## src/rtl/axi_example_defn_pkg.sv

```systemverilog
// Shared register map, response codes and FSM state types for the AXI-Lite ID slave.
// The register map is decoded on address bits [6:2], so the *_IDX values are word indices.
package axi_example_defn_pkg;

    localparam logic [6:0] CORE_ID_ADDR  = 7'h00;
    localparam logic [6:0] DATE_ADDR     = 7'h04;
    localparam logic [6:0] SCRATCH_ADDR  = 7'h08;
    localparam logic [6:0] WR_COUNT_ADDR = 7'h0C;

    localparam logic [4:0] CORE_ID_IDX  = CORE_ID_ADDR[6:2];
    localparam logic [4:0] DATE_IDX     = DATE_ADDR[6:2];
    localparam logic [4:0] SCRATCH_IDX  = SCRATCH_ADDR[6:2];
    localparam logic [4:0] WR_COUNT_IDX = WR_COUNT_ADDR[6:2];

    localparam logic [1:0] RESP_OKAY   = 2'b00;
    localparam logic [1:0] RESP_SLVERR = 2'b10;

    typedef enum logic [0:0] {
        W_IDLE = 1'b0,
        W_RESP = 1'b1
    } w_state_t;

    typedef enum logic [0:0] {
        R_IDLE = 1'b0,
        R_DATA = 1'b1
    } r_state_t;

    // Byte-lane merge: each set strobe bit replaces that byte of the old word.
    function automatic logic [31:0] strobe_merge(input logic [31:0] old_word,
                                                 input logic [31:0] new_word,
                                                 input logic [3:0]  strb);
        logic [31:0] merged;
        merged = old_word;
        for (int b = 0; b < 4; b++) begin
            if (strb[b]) begin
                merged[8*b +: 8] = new_word[8*b +: 8];
            end else begin
                merged[8*b +: 8] = old_word[8*b +: 8];
            end
        end
        return merged;
    endfunction

endpackage

```

## src/rtl/axi_lite_id_slave.sv

```systemverilog
// AXI4-Lite slave exposing CORE_ID, DATE, a scratch register and a write counter.
// Read and write channels run as independent two-state FSMs; all outputs are registered.
module axi_lite_id_slave
    import axi_example_defn_pkg::*;
#(
    parameter int          DATA_WIDTH = 32,
    parameter int          ADDR_WIDTH = 7,
    parameter logic [31:0] CORE_ID    = 32'hA5E1_0001,
    parameter logic [31:0] DATE       = 32'h2024_0101
) (
    input  logic                    s_axi_aclk,
    input  logic                    s_axi_aresetn,
    input  logic [ADDR_WIDTH-1:0]   s_axi_awaddr,
    input  logic                    s_axi_awvalid,
    output logic                    s_axi_awready,
    input  logic [DATA_WIDTH-1:0]   s_axi_wdata,
    input  logic [DATA_WIDTH/8-1:0] s_axi_wstrb,
    input  logic                    s_axi_wvalid,
    output logic                    s_axi_wready,
    output logic [1:0]              s_axi_bresp,
    output logic                    s_axi_bvalid,
    input  logic                    s_axi_bready,
    input  logic [ADDR_WIDTH-1:0]   s_axi_araddr,
    input  logic                    s_axi_arvalid,
    output logic                    s_axi_arready,
    output logic [DATA_WIDTH-1:0]   s_axi_rdata,
    output logic [1:0]              s_axi_rresp,
    output logic                    s_axi_rvalid,
    input  logic                    s_axi_rready
);

    w_state_t                  w_state_r, w_state_s;
    logic                      aw_have_r, aw_have_s;
    logic                      w_have_r, w_have_s;
    logic [4:0]                awidx_r, awidx_s;
    logic [DATA_WIDTH-1:0]     wdata_r, wdata_s;
    logic [DATA_WIDTH/8-1:0]   wstrb_r, wstrb_s;
    logic                      awready_r, awready_s;
    logic                      wready_r, wready_s;
    logic                      bvalid_r, bvalid_s;
    logic [1:0]                bresp_r, bresp_s;
    logic [DATA_WIDTH-1:0]     scratch_r, scratch_s;
    logic [DATA_WIDTH-1:0]     wr_count_r, wr_count_s;

    r_state_t                  r_state_r, r_state_s;
    logic                      arready_r, arready_s;
    logic                      rvalid_r, rvalid_s;
    logic [DATA_WIDTH-1:0]     rdata_r, rdata_s;
    logic [1:0]                rresp_r, rresp_s;
    logic [DATA_WIDTH-1:0]     rd_value_s;
    logic [1:0]                rd_resp_s;

    logic                      unused_s;
    assign unused_s = ^{s_axi_awaddr[1:0], s_axi_araddr[1:0]};

    // State and output registers for both channels.
    always_ff @(posedge s_axi_aclk or negedge s_axi_aresetn) begin
        if (!s_axi_aresetn) begin
            w_state_r  <= W_IDLE;
            aw_have_r  <= 1'b0;
            w_have_r   <= 1'b0;
            awidx_r    <= 5'd0;
            wdata_r    <= {DATA_WIDTH{1'b0}};
            wstrb_r    <= {(DATA_WIDTH/8){1'b0}};
            awready_r  <= 1'b0;
            wready_r   <= 1'b0;
            bvalid_r   <= 1'b0;
            bresp_r    <= 2'b00;
            scratch_r  <= {DATA_WIDTH{1'b0}};
            wr_count_r <= {DATA_WIDTH{1'b0}};
            r_state_r  <= R_IDLE;
            arready_r  <= 1'b0;
            rvalid_r   <= 1'b0;
            rdata_r    <= {DATA_WIDTH{1'b0}};
            rresp_r    <= 2'b00;
        end else begin
            w_state_r  <= w_state_s;
            aw_have_r  <= aw_have_s;
            w_have_r   <= w_have_s;
            awidx_r    <= awidx_s;
            wdata_r    <= wdata_s;
            wstrb_r    <= wstrb_s;
            awready_r  <= awready_s;
            wready_r   <= wready_s;
            bvalid_r   <= bvalid_s;
            bresp_r    <= bresp_s;
            scratch_r  <= scratch_s;
            wr_count_r <= wr_count_s;
            r_state_r  <= r_state_s;
            arready_r  <= arready_s;
            rvalid_r   <= rvalid_s;
            rdata_r    <= rdata_s;
            rresp_r    <= rresp_s;
        end
    end

    // Write FSM: capture AW and W independently, commit once both are held.
    always_comb begin
        w_state_s  = w_state_r;
        aw_have_s  = aw_have_r;
        w_have_s   = w_have_r;
        awidx_s    = awidx_r;
        wdata_s    = wdata_r;
        wstrb_s    = wstrb_r;
        awready_s  = awready_r;
        wready_s   = wready_r;
        bvalid_s   = bvalid_r;
        bresp_s    = bresp_r;
        scratch_s  = scratch_r;
        wr_count_s = wr_count_r;
        case (w_state_r)
            W_IDLE: begin
                if (aw_have_r && w_have_r) begin
                    if (awidx_r == SCRATCH_IDX) begin
                        scratch_s  = strobe_merge(scratch_r, wdata_r, wstrb_r);
                        wr_count_s = wr_count_r + 32'd1;
                        bresp_s    = RESP_OKAY;
                    end else begin
                        bresp_s    = RESP_SLVERR;
                    end
                    bvalid_s  = 1'b1;
                    aw_have_s = 1'b0;
                    w_have_s  = 1'b0;
                    awready_s = 1'b0;
                    wready_s  = 1'b0;
                    w_state_s = W_RESP;
                end else begin
                    if (s_axi_awvalid && awready_r) begin
                        aw_have_s = 1'b1;
                        awidx_s   = s_axi_awaddr[6:2];
                    end else begin
                        aw_have_s = aw_have_r;
                    end
                    if (s_axi_wvalid && wready_r) begin
                        w_have_s = 1'b1;
                        wdata_s  = s_axi_wdata;
                        wstrb_s  = s_axi_wstrb;
                    end else begin
                        w_have_s = w_have_r;
                    end
                    awready_s = ~aw_have_s;
                    wready_s  = ~w_have_s;
                end
            end
            W_RESP: begin
                if (s_axi_bready) begin
                    bvalid_s  = 1'b0;
                    awready_s = 1'b1;
                    wready_s  = 1'b1;
                    w_state_s = W_IDLE;
                end else begin
                    bvalid_s  = 1'b1;
                end
            end
            default: begin
                w_state_s = W_IDLE;
                aw_have_s = 1'b0;
                w_have_s  = 1'b0;
                bvalid_s  = 1'b0;
                awready_s = 1'b1;
                wready_s  = 1'b1;
            end
        endcase
    end

    // Read decode of the register map; unmapped words return zero with SLVERR.
    always_comb begin
        rd_value_s = {DATA_WIDTH{1'b0}};
        rd_resp_s  = RESP_OKAY;
        case (s_axi_araddr[6:2])
            CORE_ID_IDX:  rd_value_s = CORE_ID;
            DATE_IDX:     rd_value_s = DATE;
            SCRATCH_IDX:  rd_value_s = scratch_r;
            WR_COUNT_IDX: rd_value_s = wr_count_r;
            default: begin
                rd_value_s = {DATA_WIDTH{1'b0}};
                rd_resp_s  = RESP_SLVERR;
            end
        endcase
    end

    // Read FSM: scratch_r is sampled pre-commit, so a same-edge write is not visible.
    always_comb begin
        r_state_s = r_state_r;
        arready_s = arready_r;
        rvalid_s  = rvalid_r;
        rdata_s   = rdata_r;
        rresp_s   = rresp_r;
        case (r_state_r)
            R_IDLE: begin
                if (s_axi_arvalid && arready_r) begin
                    rdata_s   = rd_value_s;
                    rresp_s   = rd_resp_s;
                    rvalid_s  = 1'b1;
                    arready_s = 1'b0;
                    r_state_s = R_DATA;
                end else begin
                    arready_s = 1'b1;
                end
            end
            R_DATA: begin
                if (s_axi_rready) begin
                    rvalid_s  = 1'b0;
                    arready_s = 1'b1;
                    r_state_s = R_IDLE;
                end else begin
                    arready_s = 1'b0;
                end
            end
            default: begin
                rvalid_s  = 1'b0;
                arready_s = 1'b1;
                r_state_s = R_IDLE;
            end
        endcase
    end

    assign s_axi_awready = awready_r;
    assign s_axi_wready  = wready_r;
    assign s_axi_bvalid  = bvalid_r;
    assign s_axi_bresp   = bresp_r;
    assign s_axi_arready = arready_r;
    assign s_axi_rvalid  = rvalid_r;
    assign s_axi_rdata   = rdata_r;
    assign s_axi_rresp   = rresp_r;

endmodule

```

## config.mk

```make
export PLATFORM = sky130hd
export DESIGN_NAME = axi_lite_id_slave
export DESIGN_NICKNAME = d
export VERILOG_FILES = /design/src/rtl/axi_example_defn_pkg.sv /design/src/rtl/axi_lite_id_slave.sv
export SDC_FILE = /design/constraint.sdc
export NUM_CORES = 1
export LEC_CHECK = 0
export CORE_ASPECT_RATIO = 1.2
export CORE_MARGIN = 4
export CORE_UTILIZATION = 50
export CTS_BUF_LIST = sky130_fd_sc_hd__clkbuf_16
export CTS_CLUSTER_DIAMETER = 120
export CTS_CLUSTER_SIZE = 10
export DETAILED_ROUTE_END_ITERATION = 7
export GPL_TIMING_DRIVEN = 0
export PLACE_DENSITY = 0.81
export SETUP_SLACK_MARGIN = 0.1
export SYNTH_ARGS = -nofsm -noshare
export SYNTH_HDL_FRONTEND = slang
export SYNTH_SLANG_ARGS = --single-unit
```

## constraint.sdc

```tcl
create_clock -name s_axi_aclk -period 3.09 [get_ports s_axi_aclk]
set_input_delay 0.927 -clock s_axi_aclk [delete_from_list [all_inputs] [get_ports s_axi_aclk]]
set_output_delay 0.927 -clock s_axi_aclk [all_outputs]
set_load 0.01 [all_outputs]
```

==> results of run 1 <==
[Yosys cell counts (2+ instances only)]
master	count	area share [%]
dfrtp_1	148	60
buf_1	2	0.12
nand2_1	54	3.3
o21ai_0	35	2.8
nand3_1	16	1.3
inv_1	8	0.49
a21o_1	3	0.37
and3_1	7	0.71
o41ai_1	2	0.28
nor4_1	5	0.51
mux2i_1	24	3.9
xor2_1	14	2.0
a31oi_1	2	0.20
nor3_1	4	0.33
xnor2_1	17	2.4
buf_4	2	0.24
nand4_1	8	0.81
and4_1	3	0.43
a211oi_1	4	0.49
clkbuf_1	16	0.98
a21oi_1	15	1.2
nor2_1	17	1.0
mux2_2	74	14
[worst min-delay path by stage]
stage | start | endpoint | slack [ns] | depth (start not counted)
floorplan | r_state_r | s_axi_rvalid | 0.44 | 1
global placement | r_state_r | s_axi_rvalid | 0.45 | 1
detailed placement | s_axi_rdata[19] | s_axi_rdata[19] | 0.47 | 2
CTS | s_axi_rdata[19] | s_axi_rdata[19] | 0.49 | 2
global route | r_state_r | s_axi_rvalid | 0.49 | 1
finish | s_axi_rdata[19] | s_axi_rdata[19] | 0.48 | 2
[flip-flops by register name, summed over array words and instances (netlist names), 4 cells and up]
register / count
scratch_r: 32
wr_count_r: 32
s_axi_rdata: 32
wstrb_r: 4
awidx_r: 5
wdata_r: 32
[power groups by stage]
stage | Combinational, mW | Clock [mW] | Sequential, mW
floorplan | 0.682 | 0 | 2.62
global placement | 1.05 | 0 | 2.66
detailed placement | 1.11 | 0 | 2.68
CTS | 1.13 | 2.10 | 2.65
global route | 1.22 | 2.19 | 2.71
finish | 1.11 | 2.08 | 2.66
[layout make-up]
class | count | area share (%)
Sequential cell | 148 | 47.0
Multi-Input combinational cell | 318 | 29.6
Timing Repair Buffer | 91 | 11.8
Clock buffer | 17 | 5.39
Tap cell | 161 | 2.55
Clock inverter | 15 | 2.14
Buffer | 21 | 1.19
Inverter | 8 | 0.381
[metal layers]
layer  up-vias  part of all wire, %
met5         -                    0
met4         0                  2.4
met3        27                  5.3
met2       135                   53
met1      2143                   40
li1       1950                    -
[cells in the final DEF, fill, tap and decap left out, types with 2 or more instances in the layout]
| cell type | instances |
|---|---|
| mux2i_1 | 24 |
| and3_1 | 7 |
| o21ai_0 | 35 |
| clkbuf_16 | 17 |
| nor2_1 | 17 |
| a21o_1 | 3 |
| nand4_1 | 8 |
| mux2_2 | 74 |
| clkdlybuf4s50_1 | 89 |
| nor4_1 | 4 |
| a211oi_1 | 4 |
| and4_1 | 3 |
| clkinv_1 | 7 |
| buf_1 | 2 |
| nand2_1 | 54 |
| xor2_1 | 14 |
| o41ai_1 | 2 |
| clkbuf_1 | 16 |
| inv_1 | 8 |
| clkinv_2 | 3 |
| xnor2_1 | 17 |
| a21oi_1 | 15 |
| nor3_1 | 4 |
| buf_6 | 2 |
| conb_1 | 2 |
| a31oi_1 | 2 |
| nand3_1 | 16 |
| buf_4 | 2 |
| dfrtp_1 | 148 |
| bufinv_16 | 4 |
[critical path, cell delays in order, from the launching register on]
cell,delay [ns]
dfrtp_1,0.37
or4b_4,0.56
nor4_2,0.64
nor4b_4,0.59
nand4_1,0.18
xnor2_1,0.15
[metrics by stage]
stage / hold slack [ns] / setup slack [ns] / power, mW
6_report: 0.481 / 0.466 / 5.85
4_1_cts: 0.487 / 0.175 / 5.89
5_1_grt: 0.495 / 0.288 / 6.11
3_3_place_gp: 0.450 / -4.56 / 3.71
3_5_place_dp: 0.474 / 0.132 / 3.79
2_1_floorplan: 0.441 / 0.722 / 3.30
[kinds of logic after synthesis]
group / Yosys count / synth area share (%)
other: 1 / 0.0610
and+or+nand+nor: 124 / 10.1
AOI/OAI and AO/OA: 62 / 5.53
adders and majority gates: 1 / 0.203
DFF: 148 / 60.2
muxes: 98 / 17.5
buffers and inverters: 29 / 2.01
xor gates and xnor gates: 31 / 4.41
==> run metrics, run 1 <==
Worst Path Arrival=2.92 ns; Post-route DRC=0; RSZ-0062 raised after global routing=no; Worst Setup SP=awidx_r[3]; Leak=approximately 3.6 nW; sequential share of the synthesized area=between 60 and 70%; final antenna-violating net count=0; M2 GR Usage=36.4%; number of CTS-inserted buffers=17; period utilisation layout=84.9%; clk_skew=a little over 0.007 ns; Final setup viols=0; worst-margin pin slew=0.831 ns; fraction of layout cells with a size suffix above 1=17.8%; row count=44; Switching Fraction=26.1%; Hold Vio Cnt, Final=0; Die Width=109 um; CTS Root Cell=clkbuf_16; Critical path destination=wr_count_r[25]; Critical Path Sink Type=flop; Die H=130 um; Max-slew headroom=44.6%; Worst R2R Start=awidx_r[3]; Crit Path Category=reg -> reg; initial core utilization=51.0%; final-stage net count=663; average cell area after synthesis=around 12 um^2; gpl congestion=about 0.85; GR peak layer=met2; CTS tree=yes; pwr/cell area=roughly 740 nW/um^2; vias in the first global route=4580; final setup TNS=0 ns; Worst-Skew Late Latency=0.41 ns; hold buffer count at cts=0; R2R Path End=wr_count_r[25]; GRT Overall Usage=21.0%; port bufs=90; internal power=4.33 mW; Via density=5.46; Final min period=between 2 and 3 ns; initial antenna violation count=0; Clk network pwr share=35.6%; CTS H-Tree Depth=4; fin. max-slew vios=0; global-route wire length before repair=~23000 um; Post-CTS Setup Bufs=0; synthesis-stage register bit count=about 150; Max Buffers Root-to-Sink=2; met3 Resource Use GR=5.28%; clock slew at reported path FFs=0.06 ns; Post-synth top flop=dfrtp_1; asr flop ratio synth=100%; final core utilization=65.4%; DP HPWL=9550 um; largest net degree at the start of global routing=89; Worst setup SP type=flop; R2R setup slack=0.47 ns; GR Overflow Total=0; Finished Cell Area=~7900 um^2; WL/cell=17.7 um; instance area at placement=around 7300 um^2; 1st-iter DRT viols=roughly 150; Comb pwr share=19.0%; n_diodes=0; max capacitance violation total=0; Max Clock Freq=381 MHz; FF/Latch Area=3700 um^2; mapped cell area=6150 um^2; Pre-antenna DRT Iters=4; Reg2Reg Depth=5; Core Area=~12000 um^2; Netlist cell types=37; Post-CTS Resized=0; drt total wl=13800 um; yosys warns=0; Hold Path Class=reg -> reg; multi-input logic area=between 2000 and 2500 um^2; placed insts=747; post-route insts no fill=approximately 800; total vias in the final route=4255; Synth Instances=roughly 500; I/O Pins=98; Crit Path Max Fanout=7; sw power=1.53 mW; Num Clock Sinks=148; global-route track usage on met1=between 20% and 30%; Synth-to-Final Area Change=28.2%; Flop pwr share=45.4%; outcome=completed; layout filler cell count=865; number of synthesized flops with an enable pin=0; die area=14100 um^2; VDD IR max=0.000447 V; Worst EP required=about 3.4 ns
Power figures use the tool's default switching activity.
==> inputs of run 2 (changes only) <==
--- a/config.mk
+++ b/config.mk
@@ -7,13 +7,13 @@
 export LEC_CHECK = 0
 export CORE_ASPECT_RATIO = 1.2
 export CORE_MARGIN = 4
-export CORE_UTILIZATION = 50
+export CORE_UTILIZATION = 48
 export CTS_BUF_LIST = sky130_fd_sc_hd__clkbuf_16
 export CTS_CLUSTER_DIAMETER = 120
 export CTS_CLUSTER_SIZE = 10
 export DETAILED_ROUTE_END_ITERATION = 7
 export GPL_TIMING_DRIVEN = 0
-export PLACE_DENSITY = 0.81
+export PLACE_DENSITY = 0.82
 export SETUP_SLACK_MARGIN = 0.1
 export SYNTH_ARGS = -nofsm -noshare
 export SYNTH_HDL_FRONTEND = slang
==> constraint.sdc (replaced) <==
create_clock -name s_axi_aclk -period 2.39 [get_ports s_axi_aclk]
set_input_delay 0.717 -clock s_axi_aclk [delete_from_list [all_inputs] [get_ports s_axi_aclk]]
set_output_delay 0.717 -clock s_axi_aclk [all_outputs]
set_load 0.01 [all_outputs]
==> run 2 against run 1 <==
  * The run now ends with setup timing left
  * Sequential cell count unchanged
  * Sequential power up 30%
  * Die area up 3.9%
  * First-iteration DRC count up 57%
  * Via count up 2.1%
  * Clock power up 29%
==> run metrics, run 2 (synthesis results as in run 1) <==
clk_skew=0.00654 ns (-0.000581 ns); internal power=5.63 mW (+30%); total vias in the final route=4344 (+2.1%); Worst EP required=2.72 ns (-0.66 ns); final-stage net count=673 (+1.5%); Leak=3.76 nW (+4.6%); Total Power=7.63 mW (+30%); Worst-Skew Late Latency=0.41 ns (about the same); layout filler cell count=969 (+12%); Core Area=12600 um^2 (+4.6%); die area=14700 um^2 (+3.9%); final antenna-violating net count=0 (unchanged); drt total wl=14300 um (+3.7%); commonest non-fill, non-tap cells in the layout=dfrtp_1, clkdlybuf4s50_1, mux2_2; RSZ-0062 raised after global routing=yes; CTS Root Cell=clkbuf_16; n_diodes=0 (unchanged); Die Width=111 um (+1.9%); worst slack, placed=-0.491 ns (-0.623 ns); CP max stage delay=0.56 ns (-0.08 ns); Hold Vio Cnt, Final=0 (unchanged); Synth-to-Final Area Change=31.5%; row count=45 (+2.3%); Die H=132 um (+1.9%); Hold Path Class=in -> async; worst-margin pin slew=0.741 ns (-0.0896 ns); WHS=0.294 ns (-0.187 ns); Worst setup SP type=flop; 1st-iter DRT viols=238 (+57%); WL/cell=18.1 um (+2.3%); Max Clock Freq=414 MHz (+8.7%); initial antenna violation count=0 (unchanged); Worst Path Arrival=2.75 ns (-0.17 ns); Comb pwr share=19.4% (+0.4 points); failing checks=setup timing; Worst Setup Slack, final=-0.0252 ns (-0.491 ns); global-route wire length before repair=23100 um (+1.9%); VDD IR max=0.000655 V (+47%); number of CTS-inserted buffers=17 (unchanged); Crit Path Category=reg -> reg; largest net degree at the start of global routing=84 (-5.6%); Max Buffers Root-to-Sink=2 (unchanged); GR Overflow Total=0 (unchanged); final core utilization=64.1% (-1.3 points); Clk network pwr share=35.2% (-0.4 points); Num Clock Sinks=148 (unchanged); fin. max-slew vios=0 (unchanged); Final setup viols=3 (+3); CTS tree=yes; Final min period=2.42 ns (-0.209 ns); initial core utilization=48.8% (-2.2 points); fraction of layout cells with a size suffix above 1=21.9% (+4.1 points); Crit Path Max Fanout=4 (-3); Post-route DRC=0 (unchanged); Via density=5.51 (+0.80%); Critical-path top delay cell=or4b_4; period utilisation layout=101% (+16 points); Pre-antenna DRT Iters=8 (+4); Critical Path Sink Type=flop; Switching Fraction=26.3% (+0.22 points); CTS H-Tree Depth=4 (unchanged); max capacitance violation total=0 (unchanged); I/O Pins=98 (unchanged); commonest non-fill, non-tap cell in the layout=dfrtp_1; gpl congestion=0.819 (-3.1%); sw power=2.01 mW (+32%); clock slew at reported path FFs=0.06 ns (about the same); vias in the first global route=4489 (-2.0%); most used cell, CP=or4b_4; Flop pwr share=45.3% (about the same); DP HPWL=9710 um (+1.7%); outcome=finished, violations left; Max-slew headroom=50.6% (+6.0 points); pwr/cell area=944 nW/um^2 (+27%); port bufs=90 (unchanged); CP cell instances=or4b_4 -> or4b_4 -> buf_6 -> or3_4 -> nor4_4 -> xor2_1; GRT Overall Usage=19.8% (-1.1 points)
==> run 2: path summary, 6_finish.rpt <==
check / end / start / depth (start not counted) / slack (ns)
worst min register to register: s_axi_rdata[14] / s_axi_rdata[14] / 2 / 0.48
worst max register to register: wr_count_r[26] / awidx_r[4] / 6 / -0.03
worst min-delay path: s_axi_rdata[2] / s_axi_aresetn / 1 / 0.29
min in group s_axi_aclk: s_axi_rdata[14] / s_axi_rdata[14] / 2 / 0.48
max in group asynchronous: s_axi_rdata[23] / s_axi_aresetn / 2 / 1.31
worst max-delay path: wr_count_r[26] / awidx_r[4] / 6 / -0.03
==> run 2: cell type report <==
cell class | instances | area [um^2] | area share (%)
plain buffers | 20 | 92.6 | 1.14
clock inverters | 12 | 166 | 2.06
well taps | 164 | 205 | 2.54
flip-flops and latches | 148 | 3700 | 45.8
clock buffers | 17 | 425 | 5.26
multi-input cells | 318 | 2450 | 30.3
repair buffers | 102 | 1020 | 12.6
inverters | 8 | 30.0 | 0.371
==> run 2: critical path: cells and delay by family (launching register included) <==
kind                      cells  cell delay [ns]
xor gates and xnor gates      1             0.17
and+or+nand+nor               4             1.66
DFF                           1             0.38
buffers and inverters         1             0.14
==> run 2: routing by layer <==
layer | part of all wire (%) | track usage [%] | vias up
li1 | - | - | 1976
met1 | 39 | 23.8 | 2206
met2 | 52 | 33.6 | 135
met3 | 5.4 | 5.69 | 27
met4 | 2.7 | 8.18 | 0
met5 | 0 | 0 | -
==> run 2: what timing repair did <==
item                                   in CTS  in global routing
hold buffers                                0                  0
pin swaps                                   4                  9
setup buffers                               3                  8
setup endpoints to repair                  52                 59
gates resized for setup                     6                 13
endpoints found under the hold margin       0                  0
==> run 2: power by group through the flow <==
stage	logic (mW)	clock network (mW)	registers, mW
6_report	1.48	2.69	3.46
5_1_grt	1.63	2.82	3.54
4_1_cts	1.45	2.73	3.45
3_5_place_dp	1.45	0	3.46
3_3_place_gp	1.38	0	3.43
2_1_floorplan	0.882	0	3.39
==> run 2: through the flow <==
stage                     TNS (ns)  instance area (um^2)  cells
after floorplan                  0                  6200    495
after global placement     -749.47                  7310    749
after detailed placement    -15.65                  7330    750
after CTS                   -0.281                  7980    781
after global routing        -0.507                  8090    789
final                      -0.0536                  8090    789
